<file path="src/rtl/vga_timing_pkg.sv">
// Shared 640x480@60 timing constants, framebuffer geometry and the fixed
// colour-index palette used by the scanout path.
package vga_timing_pkg;

    localparam logic [9:0] H_VISIBLE    = 10'd640;
    localparam logic [9:0] H_FP         = 10'd16;
    localparam logic [9:0] H_SYNC       = 10'd96;
    localparam logic [9:0] H_BP         = 10'd48;
    localparam logic [9:0] H_TOTAL      = 10'd800;
    localparam logic [9:0] H_SYNC_START = H_VISIBLE + H_FP;
    localparam logic [9:0] H_SYNC_END   = H_SYNC_START + H_SYNC;
    localparam logic [9:0] H_LAST       = H_TOTAL - 10'd1;

    localparam logic [9:0] V_VISIBLE    = 10'd480;
    localparam logic [9:0] V_FP         = 10'd10;
    localparam logic [9:0] V_SYNC       = 10'd2;
    localparam logic [9:0] V_BP         = 10'd33;
    localparam logic [9:0] V_TOTAL      = 10'd525;
    localparam logic [9:0] V_SYNC_START = V_VISIBLE + V_FP;
    localparam logic [9:0] V_SYNC_END   = V_SYNC_START + V_SYNC;
    localparam logic [9:0] V_LAST       = V_TOTAL - 10'd1;

    localparam logic [18:0] FB_WIDTH  = 19'd640;
    localparam logic [18:0] FB_PIXELS = 19'd307200;
    localparam logic [18:0] FB_LAST   = FB_PIXELS - 19'd1;

    typedef logic [2:0]  color_idx_t;
    typedef logic [23:0] rgb_t;

    // Entry 0 is the leftmost element of the concatenation.
    localparam logic [0:7][23:0] PALETTE = {
        24'h000000, 24'hFFFFFF, 24'hFF0000, 24'h00FF00,
        24'h0000FF, 24'hFFFF00, 24'h00FFFF, 24'hFF00FF
    };

    typedef struct packed {
        logic hs_n;
        logic vs_n;
        logic visible;
        logic frame;
    } pix_ctl_t;

    localparam pix_ctl_t PIX_CTL_IDLE = '{hs_n: 1'b1, vs_n: 1'b1, visible: 1'b0, frame: 1'b0};

    function automatic rgb_t palette_lookup(input color_idx_t idx);
        return PALETTE[idx];
    endfunction

endpackage

</file>
<file path="src/rtl/vga_timing_gen.sv">
// Free-running 800x525 pixel/line counters with raw (undelayed) sync,
// visible and start-of-frame decodes.
module vga_timing_gen
    import vga_timing_pkg::*;
(
    input  logic clock,
    input  logic reset,
    output logic hs_raw,
    output logic vs_raw,
    output logic visible,
    output logic frame_flag
);

    logic [9:0] h_q, h_d;
    logic [9:0] v_q, v_d;

    always_comb begin
        h_d = h_q + 10'd1;
        v_d = v_q;
        if (h_q == H_LAST) begin
            h_d = '0;
            v_d = (v_q == V_LAST) ? '0 : v_q + 10'd1;
        end
    end

    always_ff @(posedge clock) begin
        if (reset) begin
            h_q <= '0;
            v_q <= '0;
        end else begin
            h_q <= h_d;
            v_q <= v_d;
        end
    end

    assign hs_raw     = !((h_q >= H_SYNC_START) && (h_q < H_SYNC_END));
    assign vs_raw     = !((v_q >= V_SYNC_START) && (v_q < V_SYNC_END));
    assign visible    = (h_q < H_VISIBLE) && (v_q < V_VISIBLE);
    assign frame_flag = (h_q == '0) && (v_q == '0);

endmodule

</file>
<file path="src/rtl/index_mem_scanout.sv">
// Scans the colour-index framebuffer out to the VGA DAC: one read per visible
// pixel, palette mapping, and sync/blank delayed to line up with the colour.
module index_mem_scanout
    import vga_timing_pkg::*;
#(
    parameter int unsigned RD_LATENCY = 2
) (
    input  logic        clock,
    input  logic        reset,
    output logic [18:0] mem_raddr,
    output logic        mem_renable,
    input  logic [2:0]  mem_rdata,
    output logic [7:0]  vga_r,
    output logic [7:0]  vga_g,
    output logic [7:0]  vga_b,
    output logic        vga_hs,
    output logic        vga_vs,
    output logic        vga_blank_n,
    output logic        frame_start
);

    localparam int unsigned DEPTH = RD_LATENCY + 1;

    logic     hs_raw, vs_raw, visible, frame_flag;
    pix_ctl_t cur_ctl;

    vga_timing_gen u_timing (
        .clock      (clock),
        .reset      (reset),
        .hs_raw     (hs_raw),
        .vs_raw     (vs_raw),
        .visible    (visible),
        .frame_flag (frame_flag)
    );

    assign cur_ctl = '{hs_n: hs_raw, vs_n: vs_raw, visible: visible, frame: frame_flag};

    // Linear address advances per visible pixel instead of computing y*640+x.
    logic [18:0] addr_q, addr_d;

    always_comb begin
        addr_d = addr_q;
        if (visible) begin
            addr_d = (addr_q == FB_LAST) ? '0 : addr_q + 19'd1;
        end
    end

    pix_ctl_t [DEPTH-1:0] dly_q, dly_d;
    rgb_t                 rgb_q, rgb_d;

    always_comb begin
        dly_d = {dly_q[DEPTH-2:0], cur_ctl};
    end

    // Stage RD_LATENCY-1 carries the visible flag of the pixel whose data is on mem_rdata now.
    always_comb begin
        rgb_d = '0;
        if (dly_q[RD_LATENCY-1].visible) begin
            rgb_d = palette_lookup(color_idx_t'(mem_rdata));
        end
    end

    always_ff @(posedge clock) begin
        if (reset) begin
            addr_q <= '0;
            dly_q  <= {DEPTH{PIX_CTL_IDLE}};
            rgb_q  <= '0;
        end else begin
            addr_q <= addr_d;
            dly_q  <= dly_d;
            rgb_q  <= rgb_d;
        end
    end

    assign mem_raddr   = addr_q;
    assign mem_renable = visible;

    assign vga_r       = rgb_q[23:16];
    assign vga_g       = rgb_q[15:8];
    assign vga_b       = rgb_q[7:0];
    assign vga_hs      = dly_q[DEPTH-1].hs_n;
    assign vga_vs      = dly_q[DEPTH-1].vs_n;
    assign vga_blank_n = dly_q[DEPTH-1].visible;
    assign frame_start = dly_q[DEPTH-1].frame;

endmodule

</file>
<file path="config.mk">
export PLATFORM = sky130hd
export DESIGN_NAME = index_mem_scanout
export DESIGN_NICKNAME = d
export VERILOG_FILES = /design/src/rtl/vga_timing_pkg.sv /design/src/rtl/vga_timing_gen.sv /design/src/rtl/index_mem_scanout.sv
export SDC_FILE = /design/constraint.sdc
export NUM_CORES = 1
export LEC_CHECK = 0
export CAP_MARGIN = 10
export CORE_UTILIZATION = 51
export DETAILED_ROUTE_END_ITERATION = 7
export PLACE_DENSITY = 0.79
export SYNTH_ARGS = -nofsm -noshare
export SYNTH_HDL_FRONTEND = slang
export SYNTH_SLANG_ARGS = --single-unit
</file>
<file path="constraint.sdc">
create_clock -name clock -period 2.1 [get_ports clock]
set_input_delay 0.42 -clock clock [delete_from_list [all_inputs] [get_ports clock]]
set_output_delay 0.42 -clock clock [all_outputs]
set_load 0.1 [all_outputs]
</file>
# Word-level counts from Yosys, hierarchy flattened
# Memories as Yosys holds them, arrays and structs flattened. A register that Yosys moved wholly into a read port is not among the register bits.
# Index checks and enable logic that the tools add are counted.
[totals]
latchBits = 0
elab_cells = 42
n_memories = 1
regBits = 51
ramBits = 0
romBits = 192
[classes]
n_reduce_logical = 10
bitwise_logic = 2
n_mul = 0
shift = 0
addsub = 3
n_lt_le_gt_ge = 6
mux = 2
n_eq_ne = 3
n_div = 0
[mem_list]
columns = ["name", "words", "word_bits", "rd", "rd_ports_with_merged_regs", "write_ports", "line", "text"]
rows = [
  ["(name not given)", 8, 24, 1, 1, 0, "vga_timing_pkg.sv:46", "return PALETTE[idx];"],
]
[op_table]
columns = ["cell", "n"]
rows = [
  ["10-bit by 1-bit adder with 10-bit output, second input constant", 2],
  ["10-bit equality test, second input constant", 2],
  ["10-bit zero test", 2],
  ["10-bit < comparator, second input constant", 2],
  ["10-bit by 9-bit < comparator with 1-bit output, second input constant", 2],
  ["19-bit by 1-bit adder with 19-bit output, second input constant", 1],
  ["19-bit equality test, second input constant", 1],
  ["19-bit two-way mux", 1],
  ["10-bit >= comparator, second input constant", 1],
  ["10-bit by 9-bit >= comparator with 1-bit output, second input constant", 1],
  ["10-bit two-way mux", 1],
  ["1-bit logical AND", 4],
  ["3-bit NOT with 4-bit output", 1],
  ["2-bit OR reduction", 2],
  ["1-bit zero test", 2],
  ["1-bit NOT", 1],
]

# Longest topological paths before layout
[logic_depth]
ltp_word = 3
depth_mapped = 6
depth_no_buf = 5

# By module
# From an unflattened synthesis, not the netlist that was laid out.
[unflattened]
hier_cells = 290
hier_area_um2 = 2586.2
[modules_own_cells]
columns = ["mod", "instances", "cells_per_inst", "seq_area_each_um2", "area_per_inst_um2"]
rows = [
  ["index_mem_scanout", 1, 166, 680.7, 1524.0],
  ["vga_timing_gen", 1, 124, 400.4, 1062.3],
]

# Worst setup path before layout
# Ideal clock, no wire load.
[synth_path]
path_type = "register to register"
start = "reg addr_q[0], in the netlist mem_raddr[0]"
end = "reg addr_q[18], in the netlist mem_raddr[18]"
path_stages_with_launch = 7
t_arrival_ns = 2.310
synth_period_minus_slack_ns = 2.427
setup_slack_ns = -0.327
cell_sequence = "dfxtp_1 ha_1 and4b_1 nand4_2 buf_2 a211o_1 a32o_1"
[synth_between]
elab_chain_cells = 2
word_cells_on_any_way = 3
classes_between = "add/sub (1); eq/ne (1); mux (1)"
[synth_rtl]
columns = ["element", "line", "text"]
rows = [
  ["from (decl)", "index_mem_scanout.sv:39", "logic [18:0] addr_q, addr_d;"],
  ["from (signal assigned)", "index_mem_scanout.sv:69", "addr_q <= addr_d;"],
  ["19-bit by 1-bit adder with 19-bit output / 19-bit equality test (equally long branches)", "index_mem_scanout.sv:44", "addr_d = (addr_q == FB_LAST) ? '0 : addr_q + 19'd1;"],
  ["19-bit two-way mux *", "index_mem_scanout.sv:44", ""],
]
# Mark *: on every way between the ends. The rest lies on a longest branch, timed or not.
# A chain may end at the register's enable or synchronous reset.

# Final worst setup path
[layout_path]
start = "reg u_timing.h_q[7]"
end = "out mem_renable"
[layout_between]
elab_chain_cells = 2
[layout_rtl]
columns = ["element", "line", "text"]
rows = [
  ["from (decl)", "vga_timing_gen.sv:14", "logic [9:0] h_q, h_d;"],
  ["from (signal assigned)", "vga_timing_gen.sv:28", "h_q <= '0;"],
  ["from (signal assigned)", "vga_timing_gen.sv:31", "h_q <= h_d;"],
  ["10-bit < comparator", "vga_timing_gen.sv:38", "assign visible = (h_q < H_VISIBLE) && (v_q < V_VISIBLE);"],
  ["1-bit logical AND", "vga_timing_gen.sv:38", ""],
  ["to (decl)", "index_mem_scanout.sv:11", "output logic mem_renable,"],
]
# No other way between the ends.

==> results by group <==
Finish
  • Layout cell share with drive strength beyond 1: 0.2844
  • Share of the core filled with cells: 0.6416
  • Layout Area Growth over Synthesis: 18.98%
  • Filler-free cell count of the finished design: 394
  • Antenna Diode Count: 0
  • Highest-count cells in the layout ignoring fill and taps: 53 x sky130_fd_sc_hd__buf_4, 39 x sky130_fd_sc_hd__dfxtp_1, 33 x sky130_fd_sc_hd__nor2_1
  • Filler Cell Count: 417
  • Post-layout instance area: 3090 sq um
  • Count of nets after finishing: 338
  • Commonest non-fill, non-tap cell in the layout: sky130_fd_sc_hd__buf_4

Floorplanning
  • Starting Density: 0.5392
  • Area of the die: 5382 sq um
  • I/O pins: 53
  • Core region area: 4817 sq um
  • Die W: 73.37 um
  • Number of cell rows: 25
  • Die Ht: 73.37 um

Pwr
  • Comb pwr share: 0.131
  • Net switching fraction of the power: 0.2768
  • Power per Cell Area: 653.6 nW/um^2
  • Pint: 1.461 mW
  • NetSw: 0.5592 mW
  • Highest ir drop seen on vdd: 0.4055 mV
  • Seq pwr share: 0.525
  • Clock Power Share: 0.344
  • Leakage: 1.236 nW
  • Total design power: 2.020 mW

Worst setup path
  • Worst Setup End Kind: output pin
  • Sort of element at the start of the critical path: register
  • Crit path depth: 5
  • Worst flop-to-flop path endpoint: mem_raddr[12]$_SDFFE_PP0P_
  • Cell family contributing the most delay on the critical path: buffers and inverters
  • Destination of the critical timing path: mem_renable
  • Worst path arrival time: 1.56 ns
  • Launch point of the critical path: u_timing.h_q[7]$_SDFF_PP0_
  • Count of buffer and inverter cells on the critical path: 3
  • Startpoint of the worst register-to-register path: mem_raddr[0]$_SDFFE_PP0P_
  • Crit Path Category: reg2out
  • Setup slack of the most critical reg-to-reg path: 0.17 ns
  • Worst reg2reg path depth: 5
  • Worst-path fanout max: 6
  • Delay of the slowest cell on the worst path: 0.39 ns
  • CP max-delay cell: sky130_fd_sc_hd__dfxtp_1
  • CP required: 1.68 ns
  • Ordered cell list for the critical path: o21ai_2 > buf_4 > nand2_1 > inv_1 > buf_12

GRT
  • Global-route wire length before repair: 8445 um
  • Number of antenna violations at the first check in global routing: 0
  • Total grt overflow: 0
  • Number of global-route vias before repair: 1945
  • Largest net degree at the start of global routing: 23
  • GRT Resource Usage Total: 0.1989

Route
  • Post-DR wirelength/cell: 13.00 um
  • Total iterations of the first detailed-routing run: 4
  • Via density per instance: 5.566
  • Via count: 2193
  • Routed Antenna Nets: 0
  • DRC viols: 0
  • Drt total wl: 5121 um
  • Violation count after the first detailed-route iteration: 108

Timing
  • Smallest setup slack after layout: 0.1200 ns
  • Fmax: 505.1 MHz
  • RSZ-0062 raised after global routing: no
  • Period Utilization, post-route: 0.9429
  • Min Hold Slack: 0.4072 ns
  • Tmin final: 1.980 ns
  • Setup_tns: 0 ns
  • Number of max-slew violations in the final report: 0
  • Worst slew margin: 0.7294
  • Worst-case clock skew: 0.007780 ns
  • Number of hold-slack violations in the final timing report: 0
  • Measured slew at the worst slew-check pin: 0.4022 ns
  • Setup-failing EPs final: 0

Placed design
  • Placed cell count: 386
  • Dpl cell area: 2967 sq um
  • Total of buffers placed on input and output ports: 52
  • Worst-case setup slack after placement: 0.1957 ns
  • Post-detailed-placement half-perimeter wirelength: 3613 um
  • Placer Congestion: 0.9025

Logic synthesis
  • Part of the Yosys area used for sequential elements: 0.4162
  • YS warnings: 0
  • Share of synthesized registers carrying an async set or reset: 0
  • Area of the mapped netlist: 2597 sq um
  • Unique cell type count in the Yosys netlist: 45
  • Number of synthesized flops with an enable pin: 0
  • Synthesized area divided by synthesized cell count: 8.865 sq um
  • Yosys reg bits: 54
  • Most used DFF post-synth: sky130_fd_sc_hd__dfxtp_1
  • Cells after synthesis: 293
  • Synthesized Nets: 305

CTS
  • Cells resized by post-CTS repair: 0
  • Later-pin clock latency in the skew report: 0.31 ns
  • Total number of H-tree levels: 2
  • Clock root cell: sky130_fd_sc_hd__clkbuf_8
  • Setup Fix Bufs, Post-CTS: 0
  • Number of buffers inserted during clock tree synthesis: 5
  • CTS hold repair buffers: 0
  • Clock tree from TritonCTS: done
  • Maximum number of buffers from clock root to sink: 2
  • Clock-pin slew on the worst setup and hold paths: 0.10 ns
  • CTS sink count: 54

Run status
  • Outcome: finished clean

Min path
  • Worst Hold Class: reg2reg

Run
  • Number of violations of the max-capacitance limit: 0
synthesized netlist by cell type (2+ instances only):
cell / n / area share
sky130_fd_sc_hd__xnor2_1: 5 / 0.017
sky130_fd_sc_hd__and2_1: 2 / 0.0048
sky130_fd_sc_hd__inv_1: 11 / 0.016
sky130_fd_sc_hd__nor2b_1: 5 / 0.012
sky130_fd_sc_hd__nand2_1: 15 / 0.022
sky130_fd_sc_hd__clkbuf_1: 5 / 0.0072
sky130_fd_sc_hd__a21oi_1: 17 / 0.033
sky130_fd_sc_hd__or4_1: 7 / 0.020
sky130_fd_sc_hd__or2_2: 5 / 0.012
sky130_fd_sc_hd__and4_1: 5 / 0.017
sky130_fd_sc_hd__nor3_1: 3 / 0.0058
sky130_fd_sc_hd__ha_1: 7 / 0.034
sky130_fd_sc_hd__buf_4: 21 / 0.061
sky130_fd_sc_hd__a211oi_1: 2 / 0.0058
sky130_fd_sc_hd__nand4_1: 17 / 0.041
sky130_fd_sc_hd__buf_2: 6 / 0.012
sky130_fd_sc_hd__o31ai_1: 7 / 0.020
sky130_fd_sc_hd__nor2_1: 33 / 0.048
sky130_fd_sc_hd__nand3_1: 10 / 0.019
sky130_fd_sc_hd__o21ai_0: 7 / 0.013
sky130_fd_sc_hd__or3_1: 6 / 0.014
sky130_fd_sc_hd__nor4_1: 5 / 0.012
sky130_fd_sc_hd__and3_1: 5 / 0.012
sky130_fd_sc_hd__xor2_1: 13 / 0.044
sky130_fd_sc_hd__dfxtp_1: 54 / 0.42
power groups by stage:
| stage | clock network, mW | registers, mW | logic, mW |
|---|---|---|---|
| 6_report | 0.695 | 1.06 | 0.265 |
| 4_1_cts | 0.731 | 1.06 | 0.266 |
| 5_1_grt | 0.762 | 1.06 | 0.276 |
| 3_5_place_dp | 0 | 1.08 | 0.266 |
| 2_1_floorplan | 0 | 1.14 | 0.163 |
| 3_3_place_gp | 0 | 1.08 | 0.263 |
sequential cells by signal, summed over array words and instances, names as in the netlist:
signal,cells
vga_hs,1
frame_start,1
dly_d,8
vga_vs,1
u_timing.h_q,10
u_timing.v_q,10
mem_raddr,19
vga_blank_n,1
rgb_q,3
layout make-up:
type                    count  area (sq um)  area share
well taps                  67         83.83     0.02713
multi-input cells         195          1275      0.4126
repair buffers             59         478.0      0.1547
flip-flops and latches     54          1100      0.3559
clock buffers               5         68.82     0.02227
clock inverters             3         43.79     0.01417
inverters                  11         41.29     0.01336
kinds of logic after synthesis:
logic type      Yosys count  synth area share
compound gates           42            0.1093
xor+xnor                 18           0.06069
fa+ha+maj                 7           0.03372
buf+inv                  44           0.09730
flops                    54            0.4162
mux                       1          0.003854
simple gates            127            0.2789
worst min-delay path by stage:
stage,start,endpoint,slack (ns),cells after the start
after floorplan,dly_d[6]$_SDFF_PP1_,dly_d[10]$_SDFF_PP1_,0.39,1
after global placement,dly_d[6]$_SDFF_PP1_,dly_d[10]$_SDFF_PP1_,0.39,1
after detailed placement,dly_d[6]$_SDFF_PP1_,dly_d[10]$_SDFF_PP1_,0.39,1
after CTS,dly_d[6]$_SDFF_PP1_,dly_d[10]$_SDFF_PP1_,0.42,1
after global routing,dly_d[6]$_SDFF_PP1_,dly_d[10]$_SDFF_PP1_,0.42,1
final,dly_d[6]$_SDFF_PP1_,dly_d[10]$_SDFF_PP1_,0.41,1
per-layer routing:
metal,vias up,wire [um],track usage
met5,-,0,0
met4,0,55,0.05983
met3,6,321,0.03841
met2,74,2335,0.3323
met1,1027,2409,0.2607
li1,1086,-,-
Power figures use the tool's default switching activity.
